### src/rtl/mips_mem_arbiter.sv
// Single-port arbiter for the unified 1024x32 instruction/data SRAM.
// Data accesses win by default. Fetch and loader alternate below them. A starvation guard lifts fetch above data.
module mips_mem_arbiter #(
  parameter int ADDR_W     = 10,
  parameter int DATA_W     = 32,
  parameter int STARVE_MAX = 4
) (
  input  logic              clk,
  input  logic              rst_n,
  input  logic              halted,
  input  logic              if_req,
  input  logic [ADDR_W-1:0] if_addr,
  output logic              if_gnt,
  output logic              if_rvalid,
  output logic [DATA_W-1:0] if_rdata,
  input  logic              dm_req,
  input  logic              dm_we,
  input  logic [ADDR_W-1:0] dm_addr,
  input  logic [DATA_W-1:0] dm_wdata,
  output logic              dm_gnt,
  output logic              dm_rvalid,
  output logic [DATA_W-1:0] dm_rdata,
  input  logic              ld_req,
  input  logic              ld_we,
  input  logic [ADDR_W-1:0] ld_addr,
  input  logic [DATA_W-1:0] ld_wdata,
  output logic              ld_gnt,
  output logic              ld_rvalid,
  output logic [DATA_W-1:0] ld_rdata,
  output logic              mem_en,
  output logic              mem_we,
  output logic [ADDR_W-1:0] mem_addr,
  output logic [DATA_W-1:0] mem_wdata,
  input  logic [DATA_W-1:0] mem_rdata
);

  localparam int SW = $clog2(STARVE_MAX + 1);

  typedef enum logic [1:0] {SRC_NONE, SRC_IF, SRC_DM, SRC_LD} src_e;

  src_e          sel;
  src_e          owner_q;
  logic          pend_q;
  logic          rr_q;      // 0: fetch wins the next IF/LD tie, 1: loader wins
  logic          rr_d;
  logic [SW-1:0] starve_q;
  logic [SW-1:0] starve_d;
  logic          if_elig;
  logic          is_read;

  assign if_elig = if_req && !halted;

  // Grants are gated by rst_n so nothing leaks out while reset is held.
  always_comb begin
    sel  = SRC_NONE;
    rr_d = rr_q;
    if (!rst_n) begin
      sel = SRC_NONE;
    end else if (if_elig && starve_q == SW'(STARVE_MAX)) begin
      sel = SRC_IF;
    end else if (dm_req) begin
      sel = SRC_DM;
    end else if (if_elig && ld_req) begin
      sel  = rr_q ? SRC_LD : SRC_IF;
      rr_d = ~rr_q;
    end else if (if_elig) begin
      sel = SRC_IF;
    end else if (ld_req) begin
      sel = SRC_LD;
    end
  end

  always_comb begin
    mem_en    = 1'b0;
    mem_we    = 1'b0;
    mem_addr  = '0;
    mem_wdata = '0;
    is_read   = 1'b0;
    case (sel)
      SRC_IF: begin
        mem_en   = 1'b1;
        mem_addr = if_addr;
        is_read  = 1'b1;
      end
      SRC_DM: begin
        mem_en    = 1'b1;
        mem_we    = dm_we;
        mem_addr  = dm_addr;
        mem_wdata = dm_wdata;
        is_read   = !dm_we;
      end
      SRC_LD: begin
        mem_en    = 1'b1;
        mem_we    = ld_we;
        mem_addr  = ld_addr;
        mem_wdata = ld_wdata;
        is_read   = !ld_we;
      end
      default: ;
    endcase
  end

  always_comb begin
    starve_d = starve_q;
    if (!if_elig || sel == SRC_IF)
      starve_d = '0;
    else if (starve_q != SW'(STARVE_MAX))
      starve_d = starve_q + SW'(1);
  end

  always_ff @(posedge clk or negedge rst_n) begin
    if (!rst_n) begin
      starve_q <= '0;
      rr_q     <= 1'b0;
      pend_q   <= 1'b0;
      owner_q  <= SRC_NONE;
    end else begin
      starve_q <= starve_d;
      rr_q     <= rr_d;
      pend_q   <= is_read;
      owner_q  <= is_read ? sel : SRC_NONE;
    end
  end

  assign if_gnt = (sel == SRC_IF);
  assign dm_gnt = (sel == SRC_DM);
  assign ld_gnt = (sel == SRC_LD);

  assign if_rvalid = pend_q && owner_q == SRC_IF;
  assign dm_rvalid = pend_q && owner_q == SRC_DM;
  assign ld_rvalid = pend_q && owner_q == SRC_LD;

  // Return data is steered straight from the SRAM; non-owners see zero.
  assign if_rdata = if_rvalid ? mem_rdata : '0;
  assign dm_rdata = dm_rvalid ? mem_rdata : '0;
  assign ld_rdata = ld_rvalid ? mem_rdata : '0;

endmodule

### config.mk
export PLATFORM = sky130hd
export DESIGN_NAME = mips_mem_arbiter
export DESIGN_NICKNAME = d
export VERILOG_FILES = /design/src/rtl/mips_mem_arbiter.sv
export SDC_FILE = /design/constraint.sdc
export NUM_CORES = 1
export LEC_CHECK = 0
export BUFFER_PORTS_ARGS = -buffer_cell sky130_fd_sc_hd__buf_2
export CAP_MARGIN = 40
export CORE_AREA = 2 2 109 111
export CTS_CLUSTER_SIZE = 10
export DETAILED_ROUTE_END_ITERATION = 8
export DIE_AREA = 0 0 111 113
export GPL_ROUTABILITY_DRIVEN = 1
export PLACE_DENSITY = 0.58
export SLEW_MARGIN = 0
export SYNTH_ARGS = -nofsm -noshare
export SYNTH_HDL_FRONTEND = slang
export SYNTH_SLANG_ARGS = --single-unit
### constraint.sdc
create_clock -name clk -period 2.22 [get_ports clk]
set_input_delay 0.333 -clock clk [delete_from_list [all_inputs] [get_ports clk]]
set_output_delay 0.333 -clock clk [all_outputs]
set_load 0.05 [all_outputs]
==> impl_results.md, run 1 <==
- VDD IR-drop max: 0.000229 V
- Slew headroom: 79.3%
- Layout Skew: 0.00104 ns
- Die Wd: 111 um
- Predominant post-synthesis flop cell: dfrtp_1
- Placed Instances: 624
- HPWL after DPL: 7580 um
- Cell Pwr Density: 334 mW/mm^2
- Syn Std Cell Area: 0.00164 sq mm
- CP Data Required Time: 1.89 ns
- Crit-path max FO: 11
- Largest family of logic cells by synthesized area: simple AND/OR/NAND/NOR gates
- Register area share after synthesis: 10.7%
- Dominant cell by count in the synthesized netlist: and2_1
- Die area: 0.0125 sq mm
- WHS: 0.0282 ns
- Reg area: 175 sq um
- Clk buf depth: 2
- Int Power: 0.000660 W
- Top-area cell type share of the netlist area: 36.7%
- R2r setup slk: 0.65 ns
- Switching Share: 43.8%
- Synth Net Count: 349
- Fin crit share: 98.9%
- Root Buffer: clkbuf_16
- Initial Utilization: 14.5%
- First-pass GRT wire length: 12,500 um
- TritonCTS clock tree: built
- Placer Congestion: 0.816
- Reg2reg path depth: 6
- Area grow syn2layout: 115%
- Vias in the first global route: 2,394
- Total CTS buffers: 3
- Final Hold Vio Count: 0
- Synth area leaders: and2_1, a22o_1, dfrtp_1
- Async SR Flop Fraction: 100%
- Clock share of power: 26.5%
- Multi-input gate area: 0.00134 sq mm
- R2r endpoint: pend_q$_DFF_PN0_
- Largest net degree at the start of global routing: 44
- Worst slew pin tran: 0.309 ns
- Layout fillers: 1,193
- Mean cell area of the mapped netlist: 7.68 sq um
- Row count: 39
- Adder-cell share of the synthesized area: 1.53%
- DRT Pass-1 Iters: 4
- Synth Area in Simple Gates: 48.2%
- Setup Buffers After CTS: 0
- Switching power of the nets: 0.000514 W
- Crit start category: flop
- Worst-path clk slew: 0.04 ns
- Core box area: 0.0113 sq mm
- DRT antenna net count: 0
- Cell taking the most area after synthesis: and2_1
- Clock sinks: 7
- # diodes: 0
- Leakage: 2.14 nW
- Buffers on Ports: 279
- Synth Instances: 213
- DR vias: 2,637
- Synth warn: 0
- Grt total ovfl: 0
- Routed WL: 8950 um
- Post-synthesis compound-gate area fraction: 28.9%
- XOR/XNOR Fraction of Synth Area: 1.07%
- Number of synthesized flops with an enable pin: 0
- Flop pwr share: 13.4%
- Seq cells post-synth: 7
- Post-layout min period: 2.20 ns
- Overall Global Routing Usage: 12.2%
- Commonest cells in the netlist: and2_1, a22o_1, a221o_1
- Comb pwr share: 60.1%
- HP Class: input port to asynchronous set/reset pin
- Peak Freq: 0.456 GHz
- Worst reg2reg startpoint: starve_q[1]$_DFFE_PN0P_
- Status: finished, final reports clean
- Initial antenna violation count: 1
- Non-filler cells, final: 630
- Worst skew pair latency: 0.23 ns
- RSZ-0062 raised after global routing: yes
- Cell variety after synth: 32
- Final #Nets: 624
- Die height: 113 um
- DRT iter0 DRCs: 128
- Worst setup EP type: output pin
- Setup CP Type: flop to output pin
- Layout cell share with drive strength beyond 1: 62.0%
- # DRC: 0
- Final Max Tran Viols: 0
- H-tree Lvls: 1
- Avg WL per Cell: 14.2 um
- Multiplexer share of the synthesized area: 0.612%
- Via-to-Cell Ratio: 4.19
- Maxcap violations: 0
- Critical path arrival: 1.86 ns
- Sum Neg Setup Slack: 0 ns
- Final setup violation count: 0
- IO Count: 280
-- cells in the final DEF, fill, tap and decap left out, drive strengths merged --
cell      n
a22o     34
o221ai    1
nor3b    10
a21boi    1
a221o    11
inv       5
o211a     1
buf     288
and3      1
o21ai     1
nand3b    1
clkbuf    6
nor3      3
nor2b     1
ha        2
nand2     3
and2     97
and3b     2
o31a      1
a21oi     2
nand2b    1
and4b     1
nand3     1
xnor2     2
o21a      1
mux2i     1
nor2      2
dfrtp     7
-- how the worst max path moves through the flow --
stage                     depth (start not counted)               startpoint  slack [ns]             to
after detailed placement                          7  starve_q[0]$_DFFE_PN0P_        0.13    mem_addr[5]
after floorplan                                   6  starve_q[0]$_DFFE_PN0P_        0.02  mem_wdata[22]
after global routing                              7  starve_q[1]$_DFFE_PN0P_       -0.03    mem_addr[3]
after global placement                            7  starve_q[0]$_DFFE_PN0P_        0.18    mem_addr[4]
final                                             7  starve_q[1]$_DFFE_PN0P_        0.02    mem_addr[3]
after CTS                                         7  starve_q[1]$_DFFE_PN0P_       0.007    mem_addr[9]
-- power groups by stage --
stage	logic, W	clock network, W	registers (W)
floorplan	0.000425	0	0.000153
global route	0.000742	0.000324	0.000159
CTS	0.000692	0.000314	0.000155
global placement	0.000667	0	0.000156
detailed placement	0.000672	0	0.000156
finish	0.000706	0.000311	0.000158
-- cells by family (layout without fill, tap and decap cells) --
| logic type | Yosys count | in the layout |
|---|---|---|
| buffers and inverters | 25 | 299 |
| XOR/XNOR | 2 | 2 |
| flip-flops | 7 | 7 |
| multiplexers | 1 | 1 |
| AO/OA/AOI/OAI | 53 | 53 |
| AND/OR/NAND/NOR | 123 | 123 |
| adder cells (fa/ha/maj) | 2 | 2 |
-- critical path: stages (launching register included) --
cell and delay, ns:
dfrtp_1 0.40, inv_2 0.08, ha_4 0.16, a21boi_2 0.06, o21a_4 0.24, buf_12 0.15, a221o_1 0.36, buf_12 0.17
-- flip-flops by register name (all words and copies together), names as in the netlist --
name / count
pend_q: 1
owner_q: 2
starve_q: 3
rr_q: 1
-- final cells by class --
| class | instances | area share [%] |
|---|---|---|
| clock buffers | 4 | 2.24 |
| inverters | 5 | 0.534 |
| multi-input cells | 181 | 38.0 |
| flip-flops and latches | 7 | 4.98 |
| well taps | 143 | 5.09 |
| repair buffers | 290 | 49.1 |
-- layer usage --
metal / GRT usage [%] / part of all wire [%]
met2: 23.8 / 53
met3: 2.79 / 9.3
met5: 0 / 0.12
met4: 1.75 / 0.089
met1: 13.8 / 38
-- through the flow --
step / setup slack, ns / total power [W] / instance area (sq um) / util (%)
after floorplan: 0.0249 / 0.000578 / 1640 / -
after global routing: -0.0348 / 0.00122 / 3520 / 31.2
after CTS: 0.00723 / 0.00116 / 3450 / 30.6
after detailed placement: 0.126 / 0.000828 / 3310 / 29.4
after global placement: 0.183 / 0.000823 / 3310 / 29.4
final: 0.0249 / 0.00117 / 3520 / 31.2
-- timing repair --
| item | 4_1_cts | 5_1_grt |
|---|---|---|
| cloned | 0 | 2 |
| pin swaps | 4 | 4 |
| gates resized for setup | 20 | 5 |
| hold buffers | 0 | 0 |
| endpoints found under the setup margin | 36 | 31 |
Note: power is estimated with default switching activity, not from simulation.
==> run 2: changes to the inputs <==
--- a/config.mk
+++ b/config.mk
@@ -12,7 +12,7 @@
 export DETAILED_ROUTE_END_ITERATION = 8
 export DIE_AREA = 0 0 111 113
 export GPL_ROUTABILITY_DRIVEN = 1
-export PLACE_DENSITY = 0.58
+export PLACE_DENSITY = 0.46
 export SLEW_MARGIN = 0
 export SYNTH_ARGS = -nofsm -noshare
 export SYNTH_HDL_FRONTEND = slang
==> run 2 against run 1 <==
Core utilization up 1.8 points. Critical endpoint unchanged. Fmax down 0.82%. Largest cell class unchanged. Non-clock buffer count up 8. Clock power about the same. Register-to-register slack worse by 0.09 ns.
==> impl_results.md, run 2 (synthesis gave the netlist of run 1 again) <==
- Status: finished, final reports clean (unchanged)
- Crit start category: flop (unchanged)
- # diodes: 0 (unchanged)
- Total power: 0.00121 W (was 0.00117 W)
- Grt total ovfl: 0 (unchanged)
- CP Launch Point: starve_q[0]$_DFFE_PN0P_ (was starve_q[1]$_DFFE_PN0P_)
- Die area: 0.0125 sq mm (unchanged)
- Critical path arrival: 1.88 ns (was 1.86 ns)
- Post-layout min period: 2.21 ns (was 2.20 ns)
- Clk buf depth: 2 (unchanged)
- Commonest cells after routing, fill and taps aside: buf_2, and2_1, a22o_1 (unchanged)
- Clock sinks: 7 (unchanged)
- Post-cts hold buffer count: 0 (unchanged)
- HPWL after DPL: 7510 um (was 7580 um)
- Slew headroom: 72.5% (was 79.3%)
- Final setup margin: 0.00675 ns (was 0.0249 ns)
- Total CTS buffers: 3 (unchanged)
- Final Hold Vio Count: 0 (unchanged)
- Top reg by flops: starve_q (unchanged)
- Final setup violation count: 0 (unchanged)
- Peak Freq: 0.452 GHz (was 0.456 GHz)
- Layout Skew: 0.00174 ns (was 0.00104 ns)
- Avg WL per Cell: 14.6 um (was 14.2 um)
- CP Data Required Time: 1.89 ns (about the same)
- Root Buffer: clkbuf_16 (unchanged)
- Routed WL: 9290 um (was 8950 um)
- Via-to-Cell Ratio: 4.26 (was 4.19)
- Die height: 113 um (unchanged)
- # DRC: 0 (unchanged)
- Area grow syn2layout: 127% (was 115%)
- Sum Neg Setup Slack: 0 ns (unchanged)
- Maxcap violations: 0 (unchanged)
- Most common cell after layout, fill and taps aside: buf_2 (unchanged)
- DRT iter0 DRCs: 88 (was 128)
- HP Class: input port to asynchronous set/reset pin (unchanged)
- Cell Pwr Density: 326 mW/mm^2 (was 334 mW/mm^2)
- DRT antenna net count: 0 (unchanged)
- Final core occ: 33.0% (was 31.2%)
- Non-filler cells, final: 638 (was 630)
- Placed Instances: 623 (was 624)
- Worst-path clk slew: 0.04 ns (about the same)
- Die Wd: 111 um (unchanged)
- Core box area: 0.0113 sq mm (unchanged)
- Fin crit share: 99.7% (was 98.9%)
- Worst slew pin tran: 0.411 ns (was 0.309 ns)
- Crit-path max FO: 5 (was 11)
- Buffers on Ports: 279 (unchanged)
- TritonCTS clock tree: built (unchanged)
- Layout cell share with drive strength beyond 1: 63.2% (was 62.0%)
- Initial antenna violation count: 0 (was 1)
- RSZ-0062 raised after global routing: yes (unchanged)
- Setup CP Type: flop to output pin (unchanged)
- Final #Nets: 632 (was 624)
- Worst setup EP type: output pin (unchanged)
- Placer Congestion: 0.866 (was 0.816)
- Vias in the first global route: 2,473 (was 2,394)
- IO Count: 280 (unchanged)
- Largest net degree at the start of global routing: 34 (was 44)
- H-tree Lvls: 1 (unchanged)
- Largest register FFs: 3 (unchanged)
- Worst reg2reg startpoint: starve_q[0]$_DFFE_PN0P_ (was starve_q[1]$_DFFE_PN0P_)
- Pre-CTS WS: 0.116 ns (was 0.126 ns)
- Final Max Tran Viols: 0 (unchanged)
- Row count: 39 (unchanged)
- Worst skew pair latency: 0.23 ns (about the same)
- Leakage: 2.21 nW (was 2.14 nW)
- VDD IR-drop max: 0.000182 V (was 0.000229 V)
- DR vias: 2,715 (was 2,637)
- Overall Global Routing Usage: 13.1% (was 12.2%)
- Largest registers: starve_q x3, owner_q x2 (unchanged)
- Initial Utilization: 14.5% (unchanged)
- First-pass GRT wire length: 13,300 um (was 12,500 um)
- DRT Pass-1 Iters: 4 (unchanged)
## run 2: changes by cell type in the layout (fill, tap and decap cells not counted), sizes merged
cell,previous run,this run
buf,288,294
clkbuf,6,8
## run 2: worst paths after layout
check	cells past startpoint	to	slack [ns]
worst min-delay path	2	rr_q$_DFFE_PN0P_	0.05
worst max-delay path	7	mem_addr[3]	0.007
max in group asynchronous	2	starve_q[1]$_DFFE_PN0P_	2.04
min in group clk	2	owner_q[0]$_DFF_PN0_	0.32
worst min register to register	1	rr_q$_DFFE_PN0P_	0.51
worst max register to register	7	pend_q$_DFF_PN0_	0.56
## run 2: critical path: stages, from the launching register on
cell       delay, ns
dfrtp_1         0.38
inv_2           0.08
ha_4            0.16
a21boi_2        0.06
o21a_4          0.27
clkbuf_16       0.17
a221o_1         0.37
buf_6           0.16
## run 2: area by class of cell
type,instances,area (sq um)
clock buffer,4,78.8
fill,1200,7560
inverter,5,18.8
multi-input combinational,181,1360
sequential,7,175
tap,143,179
timing repair buffer,298,1900
## run 2: layer usage
layer	track usage, %	part of all wire [%]	routed length (um)
met1	14.7	37	3410
met2	25.2	52	4850
met3	3.21	9.9	917
met4	2.92	1.2	113
met5	0	0	0
## run 2: what timing repair did
action / 4_1_cts / 5_1_grt
setup endpoints to repair: 43 / 42
endpoints found under the hold margin: 0 / 0
resized for setup: 36 / 41
cloned: 1 / 3
setup buffers: 1 / 6
pin swaps: 3 / 7
## run 2: power breakdown
part / leakage [nW] / switching, W / total, W / internal, W
clock network: 0.0382 / 0.0000723 / 0.000312 / 0.000239
registers: 0.0926 / 0.0000122 / 0.000155 / 0.000143
logic: 2.08 / 0.000436 / 0.000746 / 0.000310
total: 2.21 / 0.000520 / 0.00121 / 0.000692
## run 2: through the flow
step                      hold WS (ns)  instance area, sq um
after CTS                       0.0529                  3480
after floorplan                 0.0374                  1640
after global routing            0.0612                  3710
after detailed placement         0.299                  3260
final                           0.0494                  3710
after global placement           0.294                  3260
